--- config.mk ---
export PLATFORM = sky130hd
export DESIGN_NAME = idwt53_row
export DESIGN_NICKNAME = d
export VERILOG_FILES = /design/src/rtl/idwt53_row.sv
export SDC_FILE = /design/constraint.sdc
export NUM_CORES = 1
export LEC_CHECK = 0
export CELL_PAD_IN_SITES_DETAIL_PLACEMENT = 2
export CELL_PAD_IN_SITES_GLOBAL_PLACEMENT = 2
export CORE_MARGIN = 1
export CORE_UTILIZATION = 27
export CTS_BUF_LIST = sky130_fd_sc_hd__clkbuf_4 sky130_fd_sc_hd__clkbuf_8 sky130_fd_sc_hd__clkbuf_16
export DETAILED_ROUTE_END_ITERATION = 10
export HOLD_SLACK_MARGIN = 0.08
export PLACE_DENSITY = 0.72
export SYNTH_ARGS = -nofsm -noshare
export SYNTH_HDL_FRONTEND = slang
export SYNTH_SLANG_ARGS = --single-unit
--- constraint.sdc ---
create_clock -name clk -period 4.9 [get_ports clk]
set_input_delay 0.49 -clock clk [delete_from_list [all_inputs] [get_ports clk]]
set_output_delay 0.49 -clock clk [all_outputs]
set_load 0.005 [all_outputs]
--- src/rtl/idwt53_row.sv ---
// -----------------------------------------------------------------------------
// idwt53_row
//   Inverse 5/3 (Le Gall) integer lifting engine for a single row. Reads an
//   interleaved coefficient row (even = low-pass s, odd = high-pass d) from a
//   synchronous dual-port sample RAM, reconstructs the pixels in place and
//   writes them back.
//
//   Pass 1 restores the even samples:
//     x[i] = c[i] - ((c[i-1] + c[i+1] + 2) >>> 2)      i = 0,2,..,LEN-2
//   Pass 2 restores the odd samples from the already restored evens:
//     x[i] = c[i] + ((x[i-1] + x[i+1]) >>> 1)          i = 1,3,..,LEN-1
//   Row edges use symmetric extension (index -1 -> 1, index LEN -> LEN-2).
//
//   Every sample takes five cycles: RD_L, RD_C, RD_R, CAP, WR. The RAM returns
//   data one cycle after the read enable, so each operand is captured in the
//   state that follows its read.
//
// Ports
//   clk        rising-edge clock
//   reset      asynchronous, active-high reset
//   start      1-cycle pulse, begins a row at base_addr (ignored unless idle)
//   base_addr  RAM address of x[0], sampled when start is accepted
//   busy       high from the cycle after an accepted start through the final write
//   done       1-cycle pulse in the cycle after the final write
//   rd_en      RAM read enable
//   rd_addr    RAM read address
//   rd_data    RAM read data, valid the cycle after rd_en
//   wr_en      RAM write enable
//   wr_addr    RAM write address
//   wr_data    RAM write data
// -----------------------------------------------------------------------------
module idwt53_row #(
  parameter int WIDTH  = 16,
  parameter int ADDR_W = 6,
  parameter int LEN    = 64
) (
  input  logic              clk,
  input  logic              reset,
  input  logic              start,
  input  logic [ADDR_W-1:0] base_addr,
  output logic              busy,
  output logic              done,
  output logic              rd_en,
  output logic [ADDR_W-1:0] rd_addr,
  input  logic [WIDTH-1:0]  rd_data,
  output logic              wr_en,
  output logic [ADDR_W-1:0] wr_addr,
  output logic [WIDTH-1:0]  wr_data
);

  // One extra bit so LEN-1 always fits, even for the smallest rows.
  localparam int IDX_W = $clog2(LEN) + 1;

  localparam logic [IDX_W-1:0] IDX_ONE       = IDX_W'(1);
  localparam logic [IDX_W-1:0] IDX_TWO       = IDX_W'(2);
  localparam logic [IDX_W-1:0] IDX_LAST_EVEN = IDX_W'(LEN - 2);
  localparam logic [IDX_W-1:0] IDX_LAST_ODD  = IDX_W'(LEN - 1);

  // Rounding offset of the even-sample (update) step.
  localparam logic signed [WIDTH+1:0] PRED_ROUND = (WIDTH + 2)'(2);

  typedef enum logic [2:0] {
    S_IDLE,
    S_RD_L,
    S_RD_C,
    S_RD_R,
    S_CAP,
    S_WR,
    S_DONE
  } state_t;

  state_t              state_q, state_d;
  logic [IDX_W-1:0]    idx_q, idx_d;       // centre sample index within the row
  logic                odd_q, odd_d;       // 0: pass 1 (evens), 1: pass 2 (odds)
  logic [ADDR_W-1:0]   base_q, base_d;     // row base captured at start

  logic [WIDTH-1:0]    left_q;             // neighbour at index-1 (mirrored)
  logic [WIDTH-1:0]    cent_q;             // coefficient being reconstructed
  logic [WIDTH-1:0]    right_q;            // neighbour at index+1 (mirrored)

  logic [IDX_W-1:0]    left_idx;
  logic [IDX_W-1:0]    right_idx;
  logic [WIDTH-1:0]    result;

  // ---------------------------------------------------------------------------
  // Neighbour indices with symmetric extension. Index 0 only occurs in pass 1,
  // where its left neighbour mirrors to 1; index LEN-1 only occurs in pass 2,
  // where its right neighbour mirrors to LEN-2.
  // ---------------------------------------------------------------------------
  always_comb begin
    left_idx  = (idx_q == '0)           ? IDX_ONE       : idx_q - IDX_ONE;
    right_idx = (idx_q == IDX_LAST_ODD) ? IDX_LAST_EVEN : idx_q + IDX_ONE;
  end

  // Row index to RAM address; the sum wraps modulo 2^ADDR_W.
  function automatic logic [ADDR_W-1:0] row_addr(input logic [ADDR_W-1:0] base,
                                                 input logic [IDX_W-1:0]  idx);
    return base + ADDR_W'(idx);
  endfunction

  // ---------------------------------------------------------------------------
  // Lifting datapath. Operands are sign-extended by two bits so the neighbour
  // sum plus rounding cannot overflow; >>> on signed operands floors. The final
  // cast keeps the low WIDTH bits, so out-of-range results wrap.
  // ---------------------------------------------------------------------------
  logic signed [WIDTH+1:0] left_x, cent_x, right_x, pair_x;

  always_comb begin
    left_x  = {{2{left_q[WIDTH-1]}},  left_q};
    cent_x  = {{2{cent_q[WIDTH-1]}},  cent_q};
    right_x = {{2{right_q[WIDTH-1]}}, right_q};
    pair_x  = left_x + right_x;
    if (odd_q) begin
      result = WIDTH'(cent_x + (pair_x >>> 1));
    end else begin
      result = WIDTH'(cent_x - ((pair_x + PRED_ROUND) >>> 2));
    end
  end

  // ---------------------------------------------------------------------------
  // Next-state logic.
  // ---------------------------------------------------------------------------
  always_comb begin
    // NOTE: every variable gets a default before the case so no path leaves one
    // unassigned; an unassigned path in combinational logic infers a latch.
    state_d = state_q;
    idx_d   = idx_q;
    odd_d   = odd_q;
    base_d  = base_q;

    unique case (state_q)
      S_IDLE: begin
        if (start) begin
          state_d = S_RD_L;
          idx_d   = '0;
          odd_d   = 1'b0;
          base_d  = base_addr;
        end
      end
      S_RD_L: state_d = S_RD_C;
      S_RD_C: state_d = S_RD_R;
      S_RD_R: state_d = S_CAP;
      S_CAP:  state_d = S_WR;
      S_WR: begin
        if (!odd_q && (idx_q == IDX_LAST_EVEN)) begin
          // Evens finished: odd pass starts at index 1. Its first read follows
          // this write by a full cycle, so it sees the restored even sample.
          state_d = S_RD_L;
          odd_d   = 1'b1;
          idx_d   = IDX_ONE;
        end else if (odd_q && (idx_q == IDX_LAST_ODD)) begin
          state_d = S_DONE;
        end else begin
          state_d = S_RD_L;
          idx_d   = idx_q + IDX_TWO;
        end
      end
      // Start is not looked at here, so a pulse during DONE is dropped.
      S_DONE:  state_d = S_IDLE;
      default: state_d = S_IDLE;
    endcase
  end

  // ---------------------------------------------------------------------------
  // RAM and status outputs, decoded from the registered state. IDLE drives
  // all zeros, which is also the reset value of every output.
  // ---------------------------------------------------------------------------
  always_comb begin
    busy    = 1'b0;
    done    = 1'b0;
    rd_en   = 1'b0;
    rd_addr = '0;
    wr_en   = 1'b0;
    wr_addr = '0;
    wr_data = '0;

    unique case (state_q)
      S_RD_L: begin
        busy    = 1'b1;
        rd_en   = 1'b1;
        rd_addr = row_addr(base_q, left_idx);
      end
      S_RD_C: begin
        busy    = 1'b1;
        rd_en   = 1'b1;
        rd_addr = row_addr(base_q, idx_q);
      end
      S_RD_R: begin
        busy    = 1'b1;
        rd_en   = 1'b1;
        rd_addr = row_addr(base_q, right_idx);
      end
      S_CAP: begin
        busy = 1'b1;
      end
      S_WR: begin
        busy    = 1'b1;
        wr_en   = 1'b1;
        wr_addr = row_addr(base_q, idx_q);
        wr_data = result;
      end
      S_DONE: begin
        done = 1'b1;
      end
      default: begin
      end
    endcase
  end

  // ---------------------------------------------------------------------------
  // Control registers.
  // ---------------------------------------------------------------------------
  always_ff @(posedge clk or posedge reset) begin
    // NOTE: state is updated with non-blocking assignments so every register
    // samples its inputs from before the edge, independent of statement order.
    if (reset) begin
      state_q <= S_IDLE;
      idx_q   <= '0;
      odd_q   <= 1'b0;
      base_q  <= '0;
    end else begin
      state_q <= state_d;
      idx_q   <= idx_d;
      odd_q   <= odd_d;
      base_q  <= base_d;
    end
  end

  // ---------------------------------------------------------------------------
  // Operand capture: each read returns data in the following state.
  // ---------------------------------------------------------------------------
  always_ff @(posedge clk or posedge reset) begin
    if (reset) begin
      left_q  <= '0;
      cent_q  <= '0;
      right_q <= '0;
    end else begin
      unique case (state_q)
        S_RD_C:  left_q  <= rd_data;
        S_RD_R:  cent_q  <= rd_data;
        S_CAP:   right_q <= rd_data;
        default: begin
        end
      endcase
    end
  end

endmodule

==> results.yml, run 1 <==
route:
  first_pass_iters: 5
  drt_iter0_markers: 496
  via_count: 7811
  drcViolationCount: 0
  wl_per_cell_um: 29.93
  via_per_inst: 5.864
  routed_wl_mm: 39.86
  ant_nets: 0
placed_design:
  gp_congestion: 0.8135
  dp_hpwl_mm: 18.76
  place_ws_ns: -1.070
  portBuffers: 56
logic_synthesis:
  synthAdderAreaFrac_pct: 11.16
  synthesis.area_um2: 6208
  synth_warnings: 0
  synth_compound_area_share_pct: 20.29
  muxShareOfSynthArea_pct: 5.824
  synth_top_family_by_area: "simple AND/OR/NAND/NOR gates"
  synthesis.nets: 856
  synth-xor-area-share_pct: 6.892
  ys_ff_latch: 65
  yosysSeqAreaShare_pct: 26.20
  yosys.area_share.simple_pct: 25.11
  ys_types: 78
  async_flop_share_pct: 100.0
  netlist_instances: 778
  synth_ff_type: "dfrtp_1"
  synth_area_per_cell_um2: 7.980
  synth_edf_count: 0
global_routing:
  grt_util_all_layers_pct: 27.54
  grt_pass1_wl_mm: 49.60
  grt_pass1_vias: 8461
  antenna_found_initial: 0
  grt_max_degree: 38
  grt.overflow.total: 0
timing:
  setup_viol: 11
  rsz0062_at_grt: "true"
  drv_slew: 0
  timing.final.ws_setup_ns: -1.741
  period_minus_slack_ns: 6.641
  fmax_mhz: 150.6
  post-route-period-util_pct: 135.5
  skew_ns: 0.009666
  whs_ns: 0.4924
  finalHoldViolations: 0
  worst_pin_slew_ns: 1.304
  slew-limit-headroom_pct: 12.84
status:
  violations: "negative setup slack"
  status: "complete, but fails checks"
cts:
  clk_pin_slew_ns: 0.07
  cts_max_level: 3
  clock_latency_ns: 0.38
  cts.sinks: 65
  cts_tree: "built"
  holdBufCountCts: 0
  cts_root_buf: "clkbuf_16"
  ctsLongestPathBuffers: 2
  cts_made_buffers: 9
floorplanning:
  die_width_um: 153.6
  core_area_um2: 22570
  num_io_pins: 57
  die_height_um: 153.6
  die-area_um2: 23610
  rows: 55
  initial_core_util_pct: 27.51
critical_path:
  rr_worst_depth: 7
  crit_path_start: "right_q[1]"
  r2r_slack_ns: 1.99
  crit_path_end_kind: "output pin"
  crit_path_start_kind: "register"
  r2r-end: "idx_q[6]"
  cp_data_arrival_time_ns: 6.15
  path_common_cell: "buf_4"
  slowest_stage: "dfrtp_1"
  reg2reg_from: "state_q[1]"
  crit_path_end: "wr_data[15]"
  required_ns: 4.41
  crit_type: "reg -> out"
  slowest_delay_ns: 0.42
  cp_max_fo: 3
layout:
  fill_cells: 2442
  fin_nets: 1121
  seq_area_um2: 1627
  syn_to_final_growth_pct: 61.20
  antennaDiodeCount: 0
  multi_input_comb_area_um2: 5296
  drive_above_1_share_pct: 42.60
min_path:
  hold_class: "reg -> reg"
flow_run:
  drv_cap: 0
## worst min-delay path by stage
stage                from         end  slack, ns  cells after the start
6_report       left_q[15]  left_q[15]       0.49                      2
2_1_floorplan   cent_q[0]   cent_q[0]       0.45                      2
4_1_cts        left_q[15]  left_q[15]       0.49                      2
3_5_place_dp    cent_q[0]   cent_q[0]       0.47                      2
5_1_grt        left_q[15]  left_q[15]       0.52                      2
3_3_place_gp   left_q[10]  left_q[10]       0.47                      2
## what timing repair did
| action | CTS | global route |
|---|---|---|
| setup endpoints to repair | 12 | 15 |
| pin swaps | 58 | 59 |
| buffers inserted | 35 | 36 |
| resized for setup | 162 | 101 |
| gates cloned | 0 | 0 |
## critical path: cells and delay by family, from the launching register on
family / cells / cell delay [ns]
muxes: 1 / 0.23
DFF: 1 / 0.42
AOI/OAI and AO/OA: 9 / 1.54
adders and majority gates: 2 / 0.60
buffers and inverters: 9 / 1.41
xor gates and xnor gates: 2 / 0.46
and+or+nand+nor: 6 / 1.10
## area by class of cell
type,instances,share of cell area [%]
Multi-Input combinational cell,647,52.92
Timing Repair Buffer,287,23.29
Sequential cell,65,16.25
Tap cell,285,3.563
Clock buffer,10,2.388
Inverter,33,1.263
Clock inverter,5,0.3250
## sequential cells by signal, indices dropped and copies added (netlist names)
signal and count:
base_q 6, cent_q 16, idx_q 7, left_q 16, odd_q 1, right_q 16, state_q 3
## per-layer routing
metal,GRT usage (%),wire length [um],vias up
li1,-,-,3311
met1,31.31,16360,4060
met2,49.46,19790,319
met3,4.622,1963,121
met4,14.10,1754,0
met5,0,0,-
## cells in the mapped netlist, types with 8 or more instances
| master | number | area share (%) |
|---|---|---|
| o21ai_0 | 34 | 2.7 |
| ha_1 | 49 | 9.9 |
| nand3_1 | 21 | 1.7 |
| mux2_2 | 25 | 4.5 |
| clkbuf_1 | 20 | 1.2 |
| a21oi_1 | 40 | 3.2 |
| xnor2_1 | 30 | 4.2 |
| inv_1 | 32 | 1.9 |
| mux2i_1 | 8 | 1.3 |
| a211oi_1 | 16 | 1.9 |
| a21o_1 | 10 | 1.2 |
| o22ai_1 | 9 | 0.91 |
| and2_1 | 9 | 0.91 |
| nor2_1 | 67 | 4.1 |
| and3_1 | 12 | 1.2 |
| xor2_1 | 17 | 2.4 |
| dfrtp_1 | 65 | 26 |
| nand2_1 | 137 | 8.3 |
| o21a_1 | 8 | 0.97 |
| nor3_1 | 24 | 1.9 |
| nand4_1 | 15 | 1.5 |
## metrics by stage
step | instances | util, % | instance area (um2) | setup TNS (ns)
2_1_floorplan | 778 | - | 6235 | -0.1963
3_3_place_gp | 1248 | 36.40 | 8217 | -4.688
3_5_place_dp | 1248 | 36.40 | 8217 | -5.754
4_1_cts | 1297 | 41.06 | 9269 | -3.345
5_1_grt | 1332 | 44.34 | 10010 | -12.39
6_report | 1332 | 44.34 | 10010 | -11.64
## cells in the final DEF (no fill, tap or decap), types with 16 or more instances in the layout
cell             instances
inv_1                   26
buf_4                  211
clkdlybuf4s50_1         42
a21oi_1                 25
o21ai_0                 19
nor2_1                  58
nand2_1                131
dfrtp_1                 65
buf_6                   18
xnor2_1                 17
mux2_2                  23
ha_1                    31
nand3_1                 16
## kinds of logic (layout without fill, tap and decap cells)
kind of cell / after synthesis / count (layout)
simple gates: 330 / 330
flops: 65 / 65
fa+ha+maj: 53 / 53
mux: 33 / 33
buf+inv: 66 / 335
xor+xnor: 48 / 48
compound gates: 183 / 183
Power of run 1 is not shown: default switching activity piles up to over one toggle a cycle in this logic, so the estimate is an artifact.
==> inputs of run 2 (changes only) <==
--- a/config.mk
+++ b/config.mk
@@ -7,12 +7,13 @@
 export LEC_CHECK = 0
 export CELL_PAD_IN_SITES_DETAIL_PLACEMENT = 2
 export CELL_PAD_IN_SITES_GLOBAL_PLACEMENT = 2
-export CORE_MARGIN = 1
+export CORE_MARGIN = 1.5
 export CORE_UTILIZATION = 27
 export CTS_BUF_LIST = sky130_fd_sc_hd__clkbuf_4 sky130_fd_sc_hd__clkbuf_8 sky130_fd_sc_hd__clkbuf_16
 export DETAILED_ROUTE_END_ITERATION = 10
 export HOLD_SLACK_MARGIN = 0.08
 export PLACE_DENSITY = 0.72
+export SETUP_SLACK_MARGIN = 0.1
 export SYNTH_ARGS = -nofsm -noshare
 export SYNTH_HDL_FRONTEND = slang
 export SYNTH_SLANG_ARGS = --single-unit
==> results.yml, run 2 (synthesis gave the netlist of run 1 again) <==
status:
  status: "complete, but fails checks"
  violations: "negative setup slack"
critical_path:
  crit_path_start: "right_q[1]"
  slowest_delay_ns: 0.46
  cp_cell_sequence: "buf_6 -> ha_4 -> nand4_1 -> a21bo_4 -> a211oi_4 -> nor2_2 -> xor2_2 -> buf_4 -> nor3_1 -> buf_4 -> o211ai_1 -> a221oi_1 -> a221o_1 -> nand2_1 -> ha_1 -> nand4_1 -> o21ai_4 -> xnor2_2 -> nor4_1 -> a211o_1 -> buf_2"
  critPathTopFamily: "compound AO/OA/AOI/OAI gates"
  rr_worst_depth: 7
  required_ns: 4.41
  slowest_stage: "a221oi_1"
  r2r_slack_ns: 1.91
  crit_path_end_kind: "output pin"
  r2r-end: "idx_q[6]"
  critPathBufInv: 4
  reg2reg_from: "state_q[1]"
  cp_max_fo: 7
  crit_type: "reg -> out"
  cp_data_arrival_time_ns: 5.98
  crit_path_start_kind: "register"
route:
  wl_per_cell_um: 30.50
  drcViolationCount: 0
  via_per_inst: 5.913
  ant_nets: 0
  first_pass_iters: 6
  drt_iter0_markers: 535
  routed_wl_mm: 40.48
  via_count: 7846
cts:
  cts.sinks: 65
  cts_made_buffers: 9
  clk_pin_slew_ns: 0.06
  ctsLongestPathBuffers: 2
  cts_tree: "built"
  cts_root_buf: "clkbuf_16"
  cts_max_level: 3
  clock_latency_ns: 0.38
timing:
  period_minus_slack_ns: 6.474
  skew_ns: 0.008349
  fmax_mhz: 154.5
  finalHoldViolations: 0
  drv_slew: 0
  worst_pin_slew_ns: 1.401
  rsz0062_at_grt: "true"
  post-route-period-util_pct: 132.1
  slew-limit-headroom_pct: 6.320
  setup_viol: 12
  timing.final.ws_setup_ns: -1.574
layout:
  fin_nets: 1115
  fill_cells: 2438
  syn_to_final_growth_pct: 61.81
  reg_top3: "cent_q: 16 flops, left_q: 16 flops, right_q: 16 flops"
  antennaDiodeCount: 0
  drive_above_1_share_pct: 42.71
  fin_util_pct: 44.51
  fin_area_um2: 10050
  instances_no_fill: 1327
  layout_commonest_cell: "buf_4"
  final_cell_mix: "buf_4 (194), nand2_1 (131), dfrtp_1 (63)"
global_routing:
  grt_util_all_layers_pct: 28.63
  antenna_found_initial: 0
  grt_max_degree: 37
  grt_pass1_wl_mm: 52.07
  grt.overflow.total: 0
  grt_pass1_vias: 8466
floorplanning:
  core_area_um2: 22570
  die_height_um: 154.6
  die_width_um: 154.6
  rows: 55
  num_io_pins: 57
  initial_core_util_pct: 27.51
  die-area_um2: 23910
min_path:
  holdPathEnd: "left_q[13]"
  min_from: "left_q[13]"
  hold_depth: 2
  hold_class: "reg -> reg"
placed_design:
  portBuffers: 56
  detailed_place.area_um2: 8172
  placedCellCount: 1242
  gp_congestion: 0.8391
  dp_hpwl_mm: 19.09
flow_run:
  drv_cap: 0
run 2: changes by cell type in the layout (fill, tap and decap cells not counted), sizes merged:
cell	before	now
dlygate4sd2	1	0
clkinv	3	4
clkinvlp	3	0
buf	240	237
clkbuf	12	14
dlymetal6s2s	2	1
run 2: worst max path at each step:
stage | to | slack [ns] | cells past startpoint
after floorplan | wr_data[15] | -0.20 | 21
after global placement | wr_data[15] | -0.93 | 20
after detailed placement | wr_data[15] | -1.22 | 24
after CTS | wr_data[15] | -0.80 | 26
after global routing | wr_data[15] | -1.69 | 26
final | wr_data[15] | -1.57 | 21
run 2: per-layer routing:
metal	share of wire, %	up-vias	track usage (%)
met4	6.2	0	13.10
met3	5.1	183	3.418
met1	39	4029	31.87
met5	0	-	0
met2	50	342	54.18
li1	-	3292	-
run 2: through the flow:
step | setup TNS [ns] | hold slack [ns] | setup WS [ns]
floorplan | -0.1963 | 0.4523 | -0.1963
global placement | -4.865 | 0.4685 | -0.9252
detailed placement | -6.823 | 0.4745 | -1.225
CTS | -3.756 | 0.4881 | -0.8048
global route | -11.85 | 0.5259 | -1.692
finish | -10.47 | 0.5115 | -1.574
run 2: tightest hold or removal path, delay by kind of cell (launching register included):
family	cells	cell delay, ns
simple gates	2	0.13
flops	1	0.35
run 2: what timing repair did:
action,in CTS,in global routing
buffers inserted,38,36
hold buffers,0,0
gates cloned,0,0
setup endpoints to repair,14,15
resized for setup,194,91
endpoints found under the hold margin,0,0
pin swaps,70,72
run 2: area by class of cell:
class / instances / area, um2 / area share, %
clock buffer: 13 / 267.8 / 2.665
clock inverter: 3 / 15.01 / 0.1495
inverter: 33 / 126.4 / 1.258
multi-input combinational: 647 / 5348 / 53.23
sequential: 65 / 1629 / 16.22
tap: 285 / 356.6 / 3.550
timing repair buffer: 281 / 2303 / 22.93
Power of run 2 is left out for the same reason.
